--- config.mk ---
export PLATFORM = sky130hd
export DESIGN_NAME = counter_gen
export DESIGN_NICKNAME = d
export VERILOG_FILES = /design/src/rtl/counter_gen.sv
export SDC_FILE = /design/constraint.sdc
export NUM_CORES = 1
export LEC_CHECK = 0
export CAP_MARGIN = 20
export CORE_MARGIN = 8
export CORE_UTILIZATION = 35
export DETAILED_ROUTE_END_ITERATION = 6
export GPL_ROUTABILITY_DRIVEN = 0
export PLACE_DENSITY = 0.68
export SLEW_MARGIN = 20
export SYNTH_ARGS = -nofsm -noshare
export SYNTH_HDL_FRONTEND = slang
export SYNTH_SLANG_ARGS = --single-unit
export TNS_END_PERCENT = 5
--- constraint.sdc ---
create_clock -name clk -period 6.8 [get_ports clk]
set_clock_uncertainty 0.1 [all_clocks]
set_input_delay 1.36 -clock clk [delete_from_list [all_inputs] [get_ports clk]]
set_output_delay 1.36 -clock clk [all_outputs]
set_load 0.01 [all_outputs]
--- src/rtl/counter_gen.sv ---
// Parametrised up/down counter with wrap, saturate and one-shot modes, sync load, sticky ovf and tc pulse.
// Optional parity output: define COUNTER_GEN_PARITY_EN to register the XOR-reduce of count.
module counter_gen #(
  parameter int WIDTH = 8,
  parameter int LIMIT = 2**WIDTH-1,
  parameter int STEP  = 1
) (
  input  logic             clk,
  input  logic             rst_n,
  input  logic             en,
  input  logic             up,
  input  logic [1:0]       mode,
  input  logic             load,
  input  logic [WIDTH-1:0] load_val,
  input  logic             clr_ovf,
  output logic [WIDTH-1:0] count,
  output logic             tc,
  output logic             ovf,
  output logic             done,
  output logic             parity
);

  localparam logic [WIDTH-1:0] LIM_W     = WIDTH'(LIMIT);
  localparam logic [WIDTH:0]   LIM_X     = (WIDTH+1)'(LIMIT);
  localparam logic [WIDTH:0]   STEP_X    = (WIDTH+1)'(STEP);
  localparam logic [WIDTH:0]   MOD_X     = LIM_X + {{WIDTH{1'b0}}, 1'b1};
  localparam logic [WIDTH:0]   DN_WRAP_X = MOD_X - STEP_X;
  localparam logic [1:0]       MODE_SAT  = 2'd1;
  localparam logic [1:0]       MODE_ONE  = 2'd2;

  typedef enum logic {
    ST_RUN  = 1'b0,
    ST_DONE = 1'b1
  } state_t;

  state_t           state_r;
  state_t           state_next_s;
  logic [WIDTH-1:0] count_r;
  logic             tc_r;
  logic             ovf_r;
  logic [WIDTH-1:0] count_next_s;
  logic             tc_next_s;
  logic             ovf_set_s;

  logic [WIDTH:0]   cnt_x_s;
  logic [WIDTH:0]   up_sum_s;
  logic [WIDTH:0]   dn_diff_s;
  logic [WIDTH:0]   up_wrap_s;
  logic [WIDTH:0]   dn_wrap_s;
  logic             up_over_s;
  logic             dn_under_s;
  logic             one_hit_s;
  logic             active_s;
  logic [WIDTH-1:0] load_clamp_s;

  // Step arithmetic is one bit wider than count so nothing truncates before the bound test.
  assign cnt_x_s      = {1'b0, count_r};
  assign up_sum_s     = cnt_x_s + STEP_X;
  assign dn_diff_s    = cnt_x_s - STEP_X;
  assign up_wrap_s    = up_sum_s - MOD_X;
  assign dn_wrap_s    = cnt_x_s + DN_WRAP_X;
  assign up_over_s    = (up_sum_s > LIM_X);
  assign dn_under_s   = (cnt_x_s < STEP_X);
  assign one_hit_s    = up ? (up_sum_s >= LIM_X) : (cnt_x_s <= STEP_X);
  assign active_s     = en & ~((state_r == ST_DONE) & (mode == MODE_ONE));
  assign load_clamp_s = ({1'b0, load_val} > LIM_X) ? LIM_W : load_val;

  // One-shot state register.
  always_ff @(posedge clk or negedge rst_n) begin
    if (!rst_n) begin
      state_r <= ST_RUN;
    end else begin
      state_r <= state_next_s;
    end
  end

  // One-shot next state: load re-arms, reaching the bound in one-shot mode finishes.
  always_comb begin
    state_next_s = state_r;
    if (load) begin
      state_next_s = ST_RUN;
    end else if (active_s && (mode == MODE_ONE) && one_hit_s) begin
      state_next_s = ST_DONE;
    end else begin
      state_next_s = state_r;
    end
  end

  // Next count, terminal-count pulse and overflow-set for the coming edge.
  always_comb begin
    count_next_s = count_r;
    tc_next_s    = 1'b0;
    ovf_set_s    = 1'b0;
    if (load) begin
      count_next_s = load_clamp_s;
    end else if (active_s) begin
      case (mode)
        MODE_ONE: begin
          if (one_hit_s) begin
            count_next_s = up ? LIM_W : {WIDTH{1'b0}};
            tc_next_s    = 1'b1;
          end else begin
            count_next_s = up ? up_sum_s[WIDTH-1:0] : dn_diff_s[WIDTH-1:0];
          end
        end
        MODE_SAT: begin
          if (up ? up_over_s : dn_under_s) begin
            count_next_s = up ? LIM_W : {WIDTH{1'b0}};
            tc_next_s    = 1'b1;
            ovf_set_s    = 1'b1;
          end else begin
            count_next_s = up ? up_sum_s[WIDTH-1:0] : dn_diff_s[WIDTH-1:0];
          end
        end
        default: begin
          if (up ? up_over_s : dn_under_s) begin
            count_next_s = up ? up_wrap_s[WIDTH-1:0] : dn_wrap_s[WIDTH-1:0];
            tc_next_s    = 1'b1;
            ovf_set_s    = 1'b1;
          end else begin
            count_next_s = up ? up_sum_s[WIDTH-1:0] : dn_diff_s[WIDTH-1:0];
          end
        end
      endcase
    end else begin
      count_next_s = count_r;
    end
  end

  // Output registers; a crossing wins over clr_ovf in the same cycle.
  always_ff @(posedge clk or negedge rst_n) begin
    if (!rst_n) begin
      count_r <= {WIDTH{1'b0}};
      tc_r    <= 1'b0;
      ovf_r   <= 1'b0;
    end else begin
      count_r <= count_next_s;
      tc_r    <= tc_next_s;
      ovf_r   <= ovf_set_s | (ovf_r & ~clr_ovf);
    end
  end

`ifdef COUNTER_GEN_PARITY_EN
  logic parity_r;

  // Parity tracks the value being written into count.
  always_ff @(posedge clk or negedge rst_n) begin
    if (!rst_n) begin
      parity_r <= 1'b0;
    end else begin
      parity_r <= ^count_next_s;
    end
  end

  assign parity = parity_r;
`else
  assign parity = 1'b0;
`endif

  assign count = count_r;
  assign tc    = tc_r;
  assign ovf   = ovf_r;
  assign done  = (state_r == ST_DONE);

endmodule

* Word level (Yosys, flattened, before mapping) *
Cells that the tools add are included.

operators by class
  $add $sub $neg = 4
  magnitude comparators = 4
  equal/unequal tests = 2
  multiplexer cells = 21
  bitwise logic cells = 6
  reduce and logical (&&, ||, !) cells = 4

operators with widths
  operator               number
  $mux W8                8
  $pmux W8 S2            1
  $sub A8 B1 Y8 const B  2
  $mux W1                12
  $add A8 B1 Y9 const B  1
  $ge A9 B8 Y1 const B   1
  $gt A9 B8 Y1 const B   1
  $add A8 B8 Y8 const B  1
  $le A8 B1 Y1 const B   1
  $lt A8 B1 Y1 const B   1
  $reduce_bool A2 Y1     2
  $and A1 B1 Y1          3
  $eq A2 B1 Y1 const B   1
  $eq A2 B2 Y1 const B   1
  $logic_and A1 B1 Y1    2
  $not A1 Y1             2
  $or A1 B1 Y1           1

word-level totals
  register bits = 11
  input port bits = 16
  output and inout port bits = 12
  word-level logic and storage cells = 45

* Depth between registers and ports, before layout *
  word-level depth = 8
  mapped depth = 9

* Least setup slack after synthesis *
No wires, ideal clock.

  kind = input to register
  start = in up
  end = reg count_r[5], in the netlist count[5]
  setup time = 111 ps
  data arrival time = 2,720 ps
  required time = 6,589 ps
  path slack = 3,869 ps
  stages on the path = 7
  buffers on the path = 1
  cells stage by stage = buf_2 -> nor3_1 -> o211ai_1 -> nand3_1 -> a2111oi_4 -> nor3b_1 -> a2111oi_2

between the ends
  longest elaborated chain between the ends = 5

RTL lines
  item                             RTL line       source
  start, declared                  11             input logic up,
  $mux W8 (tied with other cells)  103, 112, 121
  $mux W8 (on tied branches)       116, 107, 99
  $pmux W8 S2 (*)                  97             case (mode)
  $mux W8 (*)                      96             end else if (active_s) begin
  $mux W8 (*)                      94             if (load) begin
  end signal, assigned             133            count_r <= {WIDTH{1'b0}};
  end signal, assigned             137            count_r <= count_next_s;
  end, declared                    38             logic [WIDTH-1:0] count_r;

Every way passes the cells marked *; elsewhere a longest branch is shown, timed or not. The select of a mux whose other input is x is not followed.
A chain may end at the register's enable or synchronous reset.

* Worst setup path in the final report *
Ends and elaborated chain as after synthesis.

==> impl_metrics.py <==
metrics = {
    "cts": {
        "clk_latency_ns": 0.27,
        "cts_tree": "yes",
        "path_clk_slew_ns": 0.07,
        "cts_buffers": 3,
        "clkSinkCount": 11,
        "ctsHoldBuffers": 0,
        "h-tree-depth": 1,
        "clock_path_buffers": 2,
        "cts_setup_buffers": 0,
        "root_buffer": "clkbuf_4",
        "cts_resized": 0,
    },
    "cells_and_area": {
        "finalInstanceArea_mm2": 0.00138,
        "multi_input_area_um2": 736,
        "nFillCells": 308,
        "drive_above_1_share": 0.0549,
        "area_growth_syn_to_layout_pct": 26.1,
        "area.sequential_um2": 275,
        "diodes": 0,
        "fin_nets": 187,
    },
    "floorplan": {
        "die_y_um": 71.9,
        "chipWidth_um": 71.9,
        "core_mm2": 0.00300,
        "pin_count": 28,
        "die_area_mm2": 0.00517,
        "start_util": 0.365,
        "num_rows": 20,
    },
    "power_and_ir_drop": {
        "p_leak_uw": 0.000544,
        "ir_drop_uv": 76.2,
        "powerDensity_mw_per_mm2": 186,
    },
    "yosys": {
        "synth-edff-count": 0,
        "seq_area_frac_synth": 0.251,
        "netlist_area_mm2": 0.00109,
        "async_flop_share": 1.00,
        "synthFlopType": "dfrtp_1",
        "syn_inst": 141,
        "synth.avg_cell_area_um2": 7.76,
        "syn-num-nets": 163,
        "synth-seq-cells": 11,
        "ys_warn_count": 0,
        "synth_cell_types": 43,
    },
    "sta": {
        "totalNegativeSetupSlack_ns": 0,
        "final_max_slew_viol_count": 0,
        "max-slew-margin-rel": 0.547,
        "hold_slack_ns": 0.441,
        "rsz0062_at_grt": "no",
        "setup_viol": 0,
        "worst_pin_slew_ns": 0.679,
        "fmax_mhz": 277,
        "post-route-period-util": 0.531,
        "hold_viol_final": 0,
        "period_needed_ns": 3.61,
    },
    "drt": {
        "drtAntennaViolNets": 0,
        "drt-initial-drc-count": 74,
        "num_vias": 1132,
        "drc": 0,
        "totalWireLength_um": 2990,
        "detail_route.vias_per_cell": 5.75,
        "wl_per_cell_um": 15.2,
        "first_pass_iters": 4,
    },
    "run_status": {
        "status": "finished clean",
    },
    "grt": {
        "grt_pass1_vias": 1055,
        "overflow": 0,
        "antenna_found_initial": 0,
        "grt_max_degree": 15,
        "grt_usage": 0.122,
        "grt_pass1_wl_um": 5130,
    },
    "setup_path": {
        "arrival_ns": 3.64,
        "cp-end-kind": "register",
        "slowest_stage": "o22ai_1",
        "r2r-end": "count[5]",
        "r2r_setup_slack_ns": 4.07,
        "r2r-start": "count[3]",
        "crit_path_cell_trace": "clkdlybuf4s50_1, nor3_1, o211ai_1, o22ai_1, a21o_1, nor3b_1, a2111oi_2",
        "path_class": "input pin to register",
        "path_max_fanout": 11,
        "critPathCapture": "count[5]",
        "cp-start-kind": "input pin",
        "required_ns": 6.83,
        "reg2reg_depth": 6,
        "cp-startpoint": "up",
        "critical-path-max-stage-delay_ns": 0.62,
    },
    "placement": {
        "dpl.hpwl_um": 2410,
        "placed_cell_area_mm2": 0.00135,
        "port_buffers": 26,
    },
    "hold_path": {
        "hold_class": "register to register",
        "hold_path_depth": 2,
    },
    "job": {
        "cap_violations": 0,
    },
}
-- stage by stage --
stage	worst slack [ns]	utilization	power (uW)	instances
after CTS	3.20	0.460	258	197
after global placement	2.98	0.451	209	193
after global routing	2.94	0.460	277	197
after detailed placement	2.91	0.451	210	193
after floorplan	3.87	-	169	141
final	3.19	0.460	256	197
-- worst max-delay path: cells and delay by family --
kind | cells | cell delay [ns]
AO/OA/AOI/OAI | 4 | 1.10
AND/OR/NAND/NOR | 2 | 0.60
buffers and inverters | 1 | 0.57
-- cell families (layout without fill, tap and decap cells) --
group	after synthesis	in the layout	share of synthesized area
AOI/OAI and AO/OA	48	48	0.314
adders and majority gates	6	6	0.0686
other	1	1	0.00343
buffers and inverters	18	41	0.0766
xor gates and xnor gates	2	2	0.0160
and+or+nand+nor	54	54	0.259
muxes	1	1	0.0103
DFF	11	11	0.251
-- worst min-delay path by stage --
| stage | start | endpoint |
|---|---|---|
| after global routing | ovf | ovf |
| after detailed placement | ovf | ovf |
| after global placement | ovf | ovf |
| after floorplan | ovf | ovf |
| after CTS | ovf | ovf |
| final | ovf | ovf |
-- per-layer routing --
layer | global-route usage | vias to the layer above | wire [um] | part of all wire
met4 | 0.0726 | 0 | 63 | 0.021
met3 | 0.0165 | 6 | 177 | 0.059
li1 | - | 572 | - | -
met2 | 0.190 | 54 | 1450 | 0.48
met5 | 0 | - | 0 | 0
met1 | 0.155 | 500 | 1300 | 0.43
-- area by class of cell --
class / instances / share of cell area
multi-input cells: 112 / 0.533
flip-flops and latches: 11 / 0.199
repair buffers: 26 / 0.189
inverters: 11 / 0.0299
well taps: 33 / 0.0299
clock buffers: 4 / 0.0190
-- synthesized netlist by cell type, types with 3 or more instances --
cell / number / share of area
dfrtp_1: 11 / 0.25
or3_1: 3 / 0.017
a21oi_1: 11 / 0.050
nand2b_1: 4 / 0.023
a2bb2oi_1: 4 / 0.032
buf_4: 3 / 0.021
nor2_1: 11 / 0.038
o21ai_0: 9 / 0.041
nand3_1: 5 / 0.023
nor4_1: 5 / 0.029
inv_1: 10 / 0.034
nor3_1: 4 / 0.018
a21o_1: 3 / 0.021
buf_2: 4 / 0.018
nand2_1: 11 / 0.038
ha_1: 6 / 0.069
o22ai_1: 6 / 0.034
-- power by group --
part	internal [uW]	switching (uW)	total [uW]
combinational	56.3	56.9	113
clock	22.7	23.9	46.6
sequential	73.4	23.3	96.6
-- cells in the final DEF, fill, tap and decap left out, types with 3 or more instances in the layout --
| cell | count |
|---|---|
| clkdlybuf4s50_1 | 26 |
| nor2_1 | 11 |
| a21oi_1 | 11 |
| nand2_1 | 11 |
| dfrtp_1 | 11 |
| inv_1 | 10 |
| o21ai_0 | 9 |
| o22ai_1 | 6 |
| ha_1 | 6 |
| nand3_1 | 5 |
| nor4_1 | 5 |
| nand2b_1 | 4 |
| a2bb2oi_1 | 4 |
| nor3_1 | 4 |
| or3_1 | 3 |
| a21o_1 | 3 |
| clkbuf_4 | 3 |
-- registers in the layout, indices dropped and copies added (netlist names) --
register	flops
count	8
done	1
ovf	1
tc	1
(Power assumes the default switching activity.)
